`src/rtl/monitor_contador_pkg.sv`:
```
// Shared state encoding and mode constants for the counter monitor.
// RCO checking is enabled by defining MONITOR_RCO_CHECK_EN.
package monitor_contador_pkg;

  localparam int CNT_W = 4;

  typedef logic [CNT_W-1:0] cnt_t;

  typedef enum logic [1:0] {
    SYNC  = 2'd0,
    TRACK = 2'd1,
    FAIL  = 2'd2
  } estado_t;

  localparam logic [1:0] MODO_UP    = 2'b00;
  localparam logic [1:0] MODO_DOWN  = 2'b01;
  localparam logic [1:0] MODO_DOWN3 = 2'b10;
  localparam logic [1:0] MODO_LOAD  = 2'b11;

endpackage

```
`src/rtl/modelo_contador.sv`:
```
// Golden model of the observed counter: next expected Q (and RCO).
// RCO model exists only when MONITOR_RCO_CHECK_EN is defined.
module modelo_contador
  import monitor_contador_pkg::*;
(
  input  logic       clk,
  input  logic       rst_n,
  input  logic       enb,
  input  logic [1:0] modo,
  input  cnt_t       d,
  input  cnt_t       q,
`ifdef MONITOR_RCO_CHECK_EN
  input  logic       rco,
  output logic       exp_rco,
`endif
  output cnt_t       exp_q
);

  cnt_t q_nxt;

  // Always built from the observed values so a fault never cascades
  always_comb begin
    q_nxt = q;
    if (enb) begin
      unique case (modo)
        MODO_UP:    q_nxt = q + cnt_t'(1);
        MODO_DOWN:  q_nxt = q - cnt_t'(1);
        MODO_DOWN3: q_nxt = q - cnt_t'(3);
        default:    q_nxt = d;
      endcase
    end
  end

  always_ff @(posedge clk or negedge rst_n) begin
    if (!rst_n) begin
      exp_q <= '0;
    end else begin
      exp_q <= q_nxt;
    end
  end

`ifdef MONITOR_RCO_CHECK_EN
  always_ff @(posedge clk or negedge rst_n) begin
    if (!rst_n) begin
      exp_rco <= 1'b0;
    end else begin
      exp_rco <= enb ? (q == '1) : rco;
    end
  end
`endif

endmodule

```
`src/rtl/monitor_contador.sv`:
```
// Monitor comparing a 4-bit counter against a golden model.
// Define MONITOR_RCO_CHECK_EN to also compare RCO.
module monitor_contador
  import monitor_contador_pkg::*;
#(
  parameter int ERR_W = 8
) (
  input  logic             CLK,
  input  logic             RESET_N,
  input  logic             ENB,
  input  logic [1:0]       MODO,
  input  logic [3:0]       D,
  input  logic [3:0]       Q,
  input  logic             RCO,
  input  logic             CLR,
  output logic             ERR,
  output logic             STICKY_ERR,
  output logic [ERR_W-1:0] ERR_CNT,
  output logic [3:0]       FIRST_EXP,
  output logic [3:0]       FIRST_OBS,
  output logic [1:0]       FIRST_MODO
);

  estado_t    estado;
  cnt_t       exp_q;
  logic [1:0] exp_modo;
  logic       mism;
  logic       cnt_max;

`ifdef MONITOR_RCO_CHECK_EN
  logic exp_rco;

  modelo_contador u_modelo (
    .clk     (CLK),
    .rst_n   (RESET_N),
    .enb     (ENB),
    .modo    (MODO),
    .d       (D),
    .q       (Q),
    .rco     (RCO),
    .exp_rco (exp_rco),
    .exp_q   (exp_q)
  );

  assign mism = (Q != exp_q) || (RCO != exp_rco);
`else
  logic unused_rco;
  assign unused_rco = RCO;

  modelo_contador u_modelo (
    .clk   (CLK),
    .rst_n (RESET_N),
    .enb   (ENB),
    .modo  (MODO),
    .d     (D),
    .q     (Q),
    .exp_q (exp_q)
  );

  assign mism = (Q != exp_q);
`endif

  assign cnt_max = &ERR_CNT;

  // Mode that produced the value compared on the next edge
  always_ff @(posedge CLK or negedge RESET_N) begin
    if (!RESET_N) begin
      exp_modo <= '0;
    end else begin
      exp_modo <= MODO;
    end
  end

  always_ff @(posedge CLK or negedge RESET_N) begin
    if (!RESET_N) begin
      estado     <= SYNC;
      ERR        <= 1'b0;
      STICKY_ERR <= 1'b0;
      ERR_CNT    <= '0;
      FIRST_EXP  <= '0;
      FIRST_OBS  <= '0;
      FIRST_MODO <= '0;
    end else if (CLR) begin
      estado     <= SYNC;
      ERR        <= 1'b0;
      STICKY_ERR <= 1'b0;
      ERR_CNT    <= '0;
      FIRST_EXP  <= '0;
      FIRST_OBS  <= '0;
      FIRST_MODO <= '0;
    end else begin
      ERR <= 1'b0;
      unique case (estado)
        SYNC: estado <= TRACK;
        TRACK: begin
          if (mism) begin
            estado     <= FAIL;
            ERR        <= 1'b1;
            STICKY_ERR <= 1'b1;
            FIRST_EXP  <= exp_q;
            FIRST_OBS  <= Q;
            FIRST_MODO <= exp_modo;
            if (!cnt_max) ERR_CNT <= ERR_CNT + ERR_W'(1);
          end
        end
        FAIL: begin
          if (mism) begin
            ERR <= 1'b1;
            if (!cnt_max) ERR_CNT <= ERR_CNT + ERR_W'(1);
          end
        end
        default: estado <= SYNC;
      endcase
    end
  end

endmodule

```
`config.mk`:
```
export PLATFORM = sky130hd
export DESIGN_NAME = monitor_contador
export DESIGN_NICKNAME = d
export VERILOG_FILES = /design/src/rtl/monitor_contador_pkg.sv /design/src/rtl/modelo_contador.sv /design/src/rtl/monitor_contador.sv
export SDC_FILE = /design/constraint.sdc
export NUM_CORES = 1
export LEC_CHECK = 0
export BUFFER_PORTS_ARGS = -buffer_cell sky130_fd_sc_hd__buf_2
export CORE_AREA = 3 3 76 60
export DETAILED_ROUTE_END_ITERATION = 7
export DIE_AREA = 0 0 79 63
export GPL_TIMING_DRIVEN = 0
export PLACE_DENSITY = 0.61
export SYNTH_ARGS = -nofsm -noshare
export SYNTH_HDL_FRONTEND = slang
export SYNTH_SLANG_ARGS = --single-unit
```
`constraint.sdc`:
```
create_clock -name CLK -period 2.4 [get_ports CLK]
set_input_delay 0.24 -clock CLK [delete_from_list [all_inputs] [get_ports CLK]]
set_output_delay 0.24 -clock CLK [all_outputs]
set_load 0.02 [all_outputs]
```
# Word level (Yosys, flattened, before mapping)
# Index checks and enable logic that the tools add are counted.
[classes]
add_sub_neg = 4
multipliers = 0
div_mod_pow = 0
n_lt_le_gt_ge = 0
n_eq_ne = 8
n_shift = 0
muxes = 24
bitwise = 0
reduce_logical = 10
[op_table]
columns = ["cell", "count"]
rows = [
  ["$mux 8", 4],
  ["$mux 4", 7],
  ["$pmux 4 s3", 1],
  ["$mux 2", 5],
  ["$add 8x1->8 const B", 1],
  ["$reduce_and 8->1", 1],
  ["$mux 1", 6],
  ["$pmux 2 s3", 1],
  ["$reduce_bool 2->1", 3],
  ["$add 4x1->4 const B", 1],
  ["$eq 2x1->1 const B", 2],
  ["$eq 2x2->1 const B", 2],
  ["$logic_not 2->1", 2],
  ["$ne 2x2->1 const B", 2],
  ["$ne 4x4->1", 1],
  ["$reduce_and 2->1", 2],
  ["$sub 4x1->4 const B", 1],
  ["$sub 4x2->4 const B", 1],
  ["$ne 3x3->1 const B", 1],
  ["$reduce_and 3->1", 1],
  ["$reduce_or 2->1", 1],
]
[totals]
regBits = 28
latch_bits = 0
mem_bits_rw = 0
romBits = 0
inputBits = 15
out_inout_bits = 20
word_cells = 55
n_memories = 0

# Longest topological paths before layout
[logic_depth]
word_depth = 5
depth_mapped = 8

# Modules after synthesis
# A second synthesis with hierarchy kept.
[unflattened]
hier_cells = 156
area_unflattened_um2 = 1639.1
[by_module_without_submodules]
columns = ["module", "n_inst", "cells_per_inst", "area_per_inst_um2", "seq_area_each_um2"]
rows = [
  ["monitor_contador", 1, 116, 1288.7, 600.6],
  ["modelo_contador", 1, 40, 350.3, 100.1],
]

# Least setup slack after synthesis
# No wires, ideal clock.
[synth_path]
kind = "register to register"
startpoint = "reg ERR_CNT[0]"
endpoint = "reg ERR_CNT[7]"
arrival_time_ps = 1578
slack_ps = 690
path_stages_with_launch = 7
path_buffers = 0
path_cell_list = "dfrtp_1 > ha_1 > nand4_1 > or3b_1 > nor3_1 > xnor2_1 > nor2_1"
[synth_between]
elab_chain_cells = 5
elab_cells_between_ends = 8
[synth_lines]
columns = ["item", "line", "rtl"]
rows = [
  ["from (decl)", "monitor_contador.sv:18", "output logic [ERR_W-1:0] ERR_CNT,"],
  ["from (signal assigned)", "monitor_contador.sv:103", "if (!cnt_max) ERR_CNT <= ERR_CNT + ERR_W'(1);"],
  ["from (signal assigned)", "monitor_contador.sv:109", "if (!cnt_max) ERR_CNT <= ERR_CNT + ERR_W'(1);"],
  ["$add 8x1->8", "monitor_contador.sv:103, monitor_contador.sv:109", ""],
  ["$mux 8", "monitor_contador.sv:103, monitor_contador.sv:109", ""],
  ["$mux 8", "monitor_contador.sv:107", "if (mism) begin"],
  ["$mux 8", "-", ""],
  ["$mux 8", "monitor_contador.sv:83", "end else if (CLR) begin"],
]
# Parallel ways exist; a longest one is shown, timed or not. The select of a mux whose other input is x is not followed.
# A chain may end at the register's enable or synchronous reset.

# Worst setup path in the final report
[layout_path]
startpoint = "reg u_modelo.exp_q[3]"
endpoint = "reg ERR_CNT[3]"
[layout_between]
elab_chain_cells = 3
[layout_lines]
columns = ["item", "line", "rtl"]
rows = [
  ["from (decl)", "modelo_contador.sv:16", "output cnt_t exp_q"],
  ["from (signal assigned)", "modelo_contador.sv:38", "exp_q <= q_nxt;"],
  ["$ne 4x4->1", "monitor_contador.sv:60", "assign mism = (Q != exp_q);"],
  ["$reduce_bool 2->1 (no line)", "-", ""],
  ["$reduce_and 3->1 (no line)", "-", ""],
]
# No other way between the ends.

==> results.txt <==
* Master of the slowest instance on the critical path: sky130_fd_sc_hd__o41ai_2
- The tool flagged a number of max-cap violations equal to 0.
* Global placer's final weighted congestion: approximately 0.76
- Worst-case hold path end point: exp_modo[1]
* Worst-path clk slew: around 0.09 ns
- The critical path in this run is classified as reg2reg.
- From synthesis to final layout, the design area changed by 21.9%.
* Number of enable flip-flop cells after synthesis: 0
- Placed Instance Area: roughly 0.0016 mm^2
- The tightest hold path in the finished design has a slack of approximately 0.11 ns.
- Detail-routed via count per cell: around 5.0
* Cells after Synth: 130
- Die Height: around 63 um
* Result of the run: complete, no violations
* Diodes inserted: 0
* Leading cell types in the layout, fill and taps excluded: sky130_fd_sc_hd__buf_2 (32), sky130_fd_sc_hd__dfrtp_1 (28), sky130_fd_sc_hd__nor2_1 (17)
- Worst reg2reg endpoint: ERR_CNT[3]
* Cell count of the worst reg-to-reg path: 5
- Later-pin clock latency in the skew report: 0.27 ns
- The initial antenna violation count was 0.
- DRC marker count from the first detailed-route iteration: between 40 and 50
- Global routing used approximately an eighth of the available tracks.
- Clock Path Buffers: 2
* TritonCTS clock tree: done
* Routed via count: 1101
- Worst ir drop on vdd: 249 uV
- For this run, the share of the core covered by cells in the final layout is a little over two fifths.
* Number of global-route vias before repair: ~1100
* Power density relative to cell area: 744 mW/mm^2
- The number of nets handed over by synthesis was ~160.
* Number of port buffers: 32
- The floorplan step set the die width to between 70 and 80 um.
- Final hold violations: 0
- The number of hold buffers added after CTS was 1.
- Wires add up to 2.91 mm.
* Most frequent standard cell in the layout excluding fill and tap cells: sky130_fd_sc_hd__buf_2
- Count of antenna-violating nets left after detailed routing: 0
- Setup violations remaining at the end of the flow were counted as 0.
- Timing would allow up to between 0.5 and 0.6 GHz.
* Largest fanout on the critical path: 7
- Warnings, synthesis: 0
* Area of the core: a little under 0.004 mm^2
* Maximum number of pins on one net before global-route repair: 29
- For this run, design rule violations remaining after detail routing come to 0.
* Worst Hold Class: in2reg
* Count of standard-cell rows: 20
* Die Outline Area: 0.00498 mm^2
- Pin placement for this block handled 35 I/O pins.
- Distinct cells, synth: 30
- The initial utilization of the core area, before any placement, comes to a little over a third.
- RSZ-0062 raised after global routing: false
- Wire length of the first global-routing pass: approximately 5 mm
* Fraction of the cycle the final worst path needs: between 70% and 80%
- HPWL Detailed: around 2.2 mm
- Critical-path cell list: xor2_1 -> o41ai_2 -> nor3_1 -> xnor2_1 -> nor2_1
* Final Net Count: 193
- Arrival time at the worst endpoint: 2.00 ns
- Gates resized during post-CTS repair numbered 0.
* Filler cell count in the final layout: approximately 400
* Family of cells with the greatest summed delay on the critical path: compound AO/OA/AOI/OAI gates
- Critical path buffers and inverters: 0
* Remaining global-route overflow: 0
* Setup Buffers After CTS: 0
- The worst register-to-register path begins at u_modelo.exp_q[3].
* Mean Syn Cell Area: ~11 um^2
* Total design power: approximately 1.3 mW
* Slowest cell delay on critical path: a little over 0.7 ns
- Fraction of layout instances using a drive strength above 1: roughly a quarter
- Endpoint required time on the critical path: roughly 2.6 ns
- Final setup margin: roughly 0.54 ns
- After detailed placement, the design holds a cell count of roughly 220.
* Share of async-settable or async-resettable flops after synthesis: 100%
- The root buffer cell chosen for the clock tree is sky130_fd_sc_hd__clkbuf_8.
- In the synthesized netlist the dominant register cell turns out to be sky130_fd_sc_hd__dfrtp_1.
* Clk sinks: 28
* Critical Path Start Type: flip-flop
- Sequential-to-total area share from yosys stat: 49.5%
- For the final database, setup skew stands at about 0.0028 ns.
- Hold Path Stages: 1
* Number of buffers created by CTS: 3
- Final total negative setup slack: 0 ns
- In this run the most critical hold path is launched from MODO[1].
* Final cell count without fillers: 222
- Summing every instance area after synthesis gives approximately 0.0014 mm^2.
* Per-cell routed wire length: roughly 13 um
* Final Cell Area: ~0.0017 mm^2
* Total stage count of the critical path: 5
- CTS built an H-tree with a depth of 1.
- For the pin with the worst max-slew slack, the measured transition is 0.693 ns.
- The worst register-to-register path has a setup slack of approximately 0.54 ns.
- Shortest clock period the worst path allows after layout: about 1.9 ns
* Count of final max-slew check failures: 0
- The worst setup path is captured at a flip-flop.
- P_leak: roughly 0.86 nW
* DRT Pass-1 Iters: 4
- Synthesis inferred 28 register bits.
- Pre-CTS setup slack: ~0.56 ns
* Max transition margin: 53.3%
synth_stat cells (2+ instances only):
cell	count	area (um^2)
sky130_fd_sc_hd__dfrtp_1	28	701
sky130_fd_sc_hd__nor2_1	17	63.8
sky130_fd_sc_hd__a22o_1	10	87.6
sky130_fd_sc_hd__a21oi_1	9	45.0
sky130_fd_sc_hd__ha_1	9	113
sky130_fd_sc_hd__inv_1	8	30.0
sky130_fd_sc_hd__xnor2_1	6	52.6
sky130_fd_sc_hd__nand2_1	5	18.8
sky130_fd_sc_hd__xor2_1	5	43.8
sky130_fd_sc_hd__mux2i_1	4	40.0
sky130_fd_sc_hd__nand3_1	4	20.0
sky130_fd_sc_hd__nor3_1	4	20.0
sky130_fd_sc_hd__o21ai_0	3	15.0
sky130_fd_sc_hd__clkbuf_1	2	7.51
routing by layer:
metal  routed length [um]  track usage, %  up-vias
li1                     -               -      523
met1                 1260            15.3      548
met2                 1520            20.2       28
met3                  107            2.02        2
met4                   18            5.36        0
met5                    0               0        -
cell families after synthesis:
logic type,after synthesis,synth area share [%]
flops,28,49.5
mux,4,2.83
compound gates,26,13.0
buf+inv,11,3.45
simple gates,40,15.1
fa+ha+maj,10,9.36
xor+xnor,11,6.80
area by class of cell:
type	instances	area (um^2)	area share, %
clock buffers	3	41.3	2.39
plain buffers	3	18.8	1.09
flip-flops and latches	28	701	40.6
clock inverters	1	30.0	1.74
multi-input cells	91	667	38.6
repair buffers	33	170	9.86
inverters	8	30.0	1.74
well taps	55	68.8	3.99
power breakdown:
| group | total [mW] | switching [mW] | internal (mW) |
|---|---|---|---|
| registers | 0.573 | 0.0458 | 0.527 |
| clock network | 0.364 | 0.141 | 0.223 |
| logic | 0.347 | 0.209 | 0.138 |
| total | 1.28 | 0.395 | 0.889 |
registers in the layout, summed over array words and instances, names as in the netlist:
signal	cells
estado	2
u_modelo.exp_q	4
ERR	1
FIRST_MODO	2
exp_modo	2
FIRST_OBS	4
STICKY_ERR	1
ERR_CNT	8
FIRST_EXP	4
how the worst max path moves through the flow:
stage          slack, ns              start    endpoint
2_1_floorplan       0.69         ERR_CNT[0]  ERR_CNT[7]
3_3_place_gp        0.57  u_modelo.exp_q[3]  ERR_CNT[6]
3_5_place_dp        0.56  u_modelo.exp_q[3]  ERR_CNT[6]
4_1_cts             0.53          estado[0]  ERR_CNT[7]
5_1_grt             0.34  u_modelo.exp_q[3]  ERR_CNT[2]
6_report            0.54  u_modelo.exp_q[3]  ERR_CNT[3]
No activity file was read; power rests on OpenSTA's default activity.
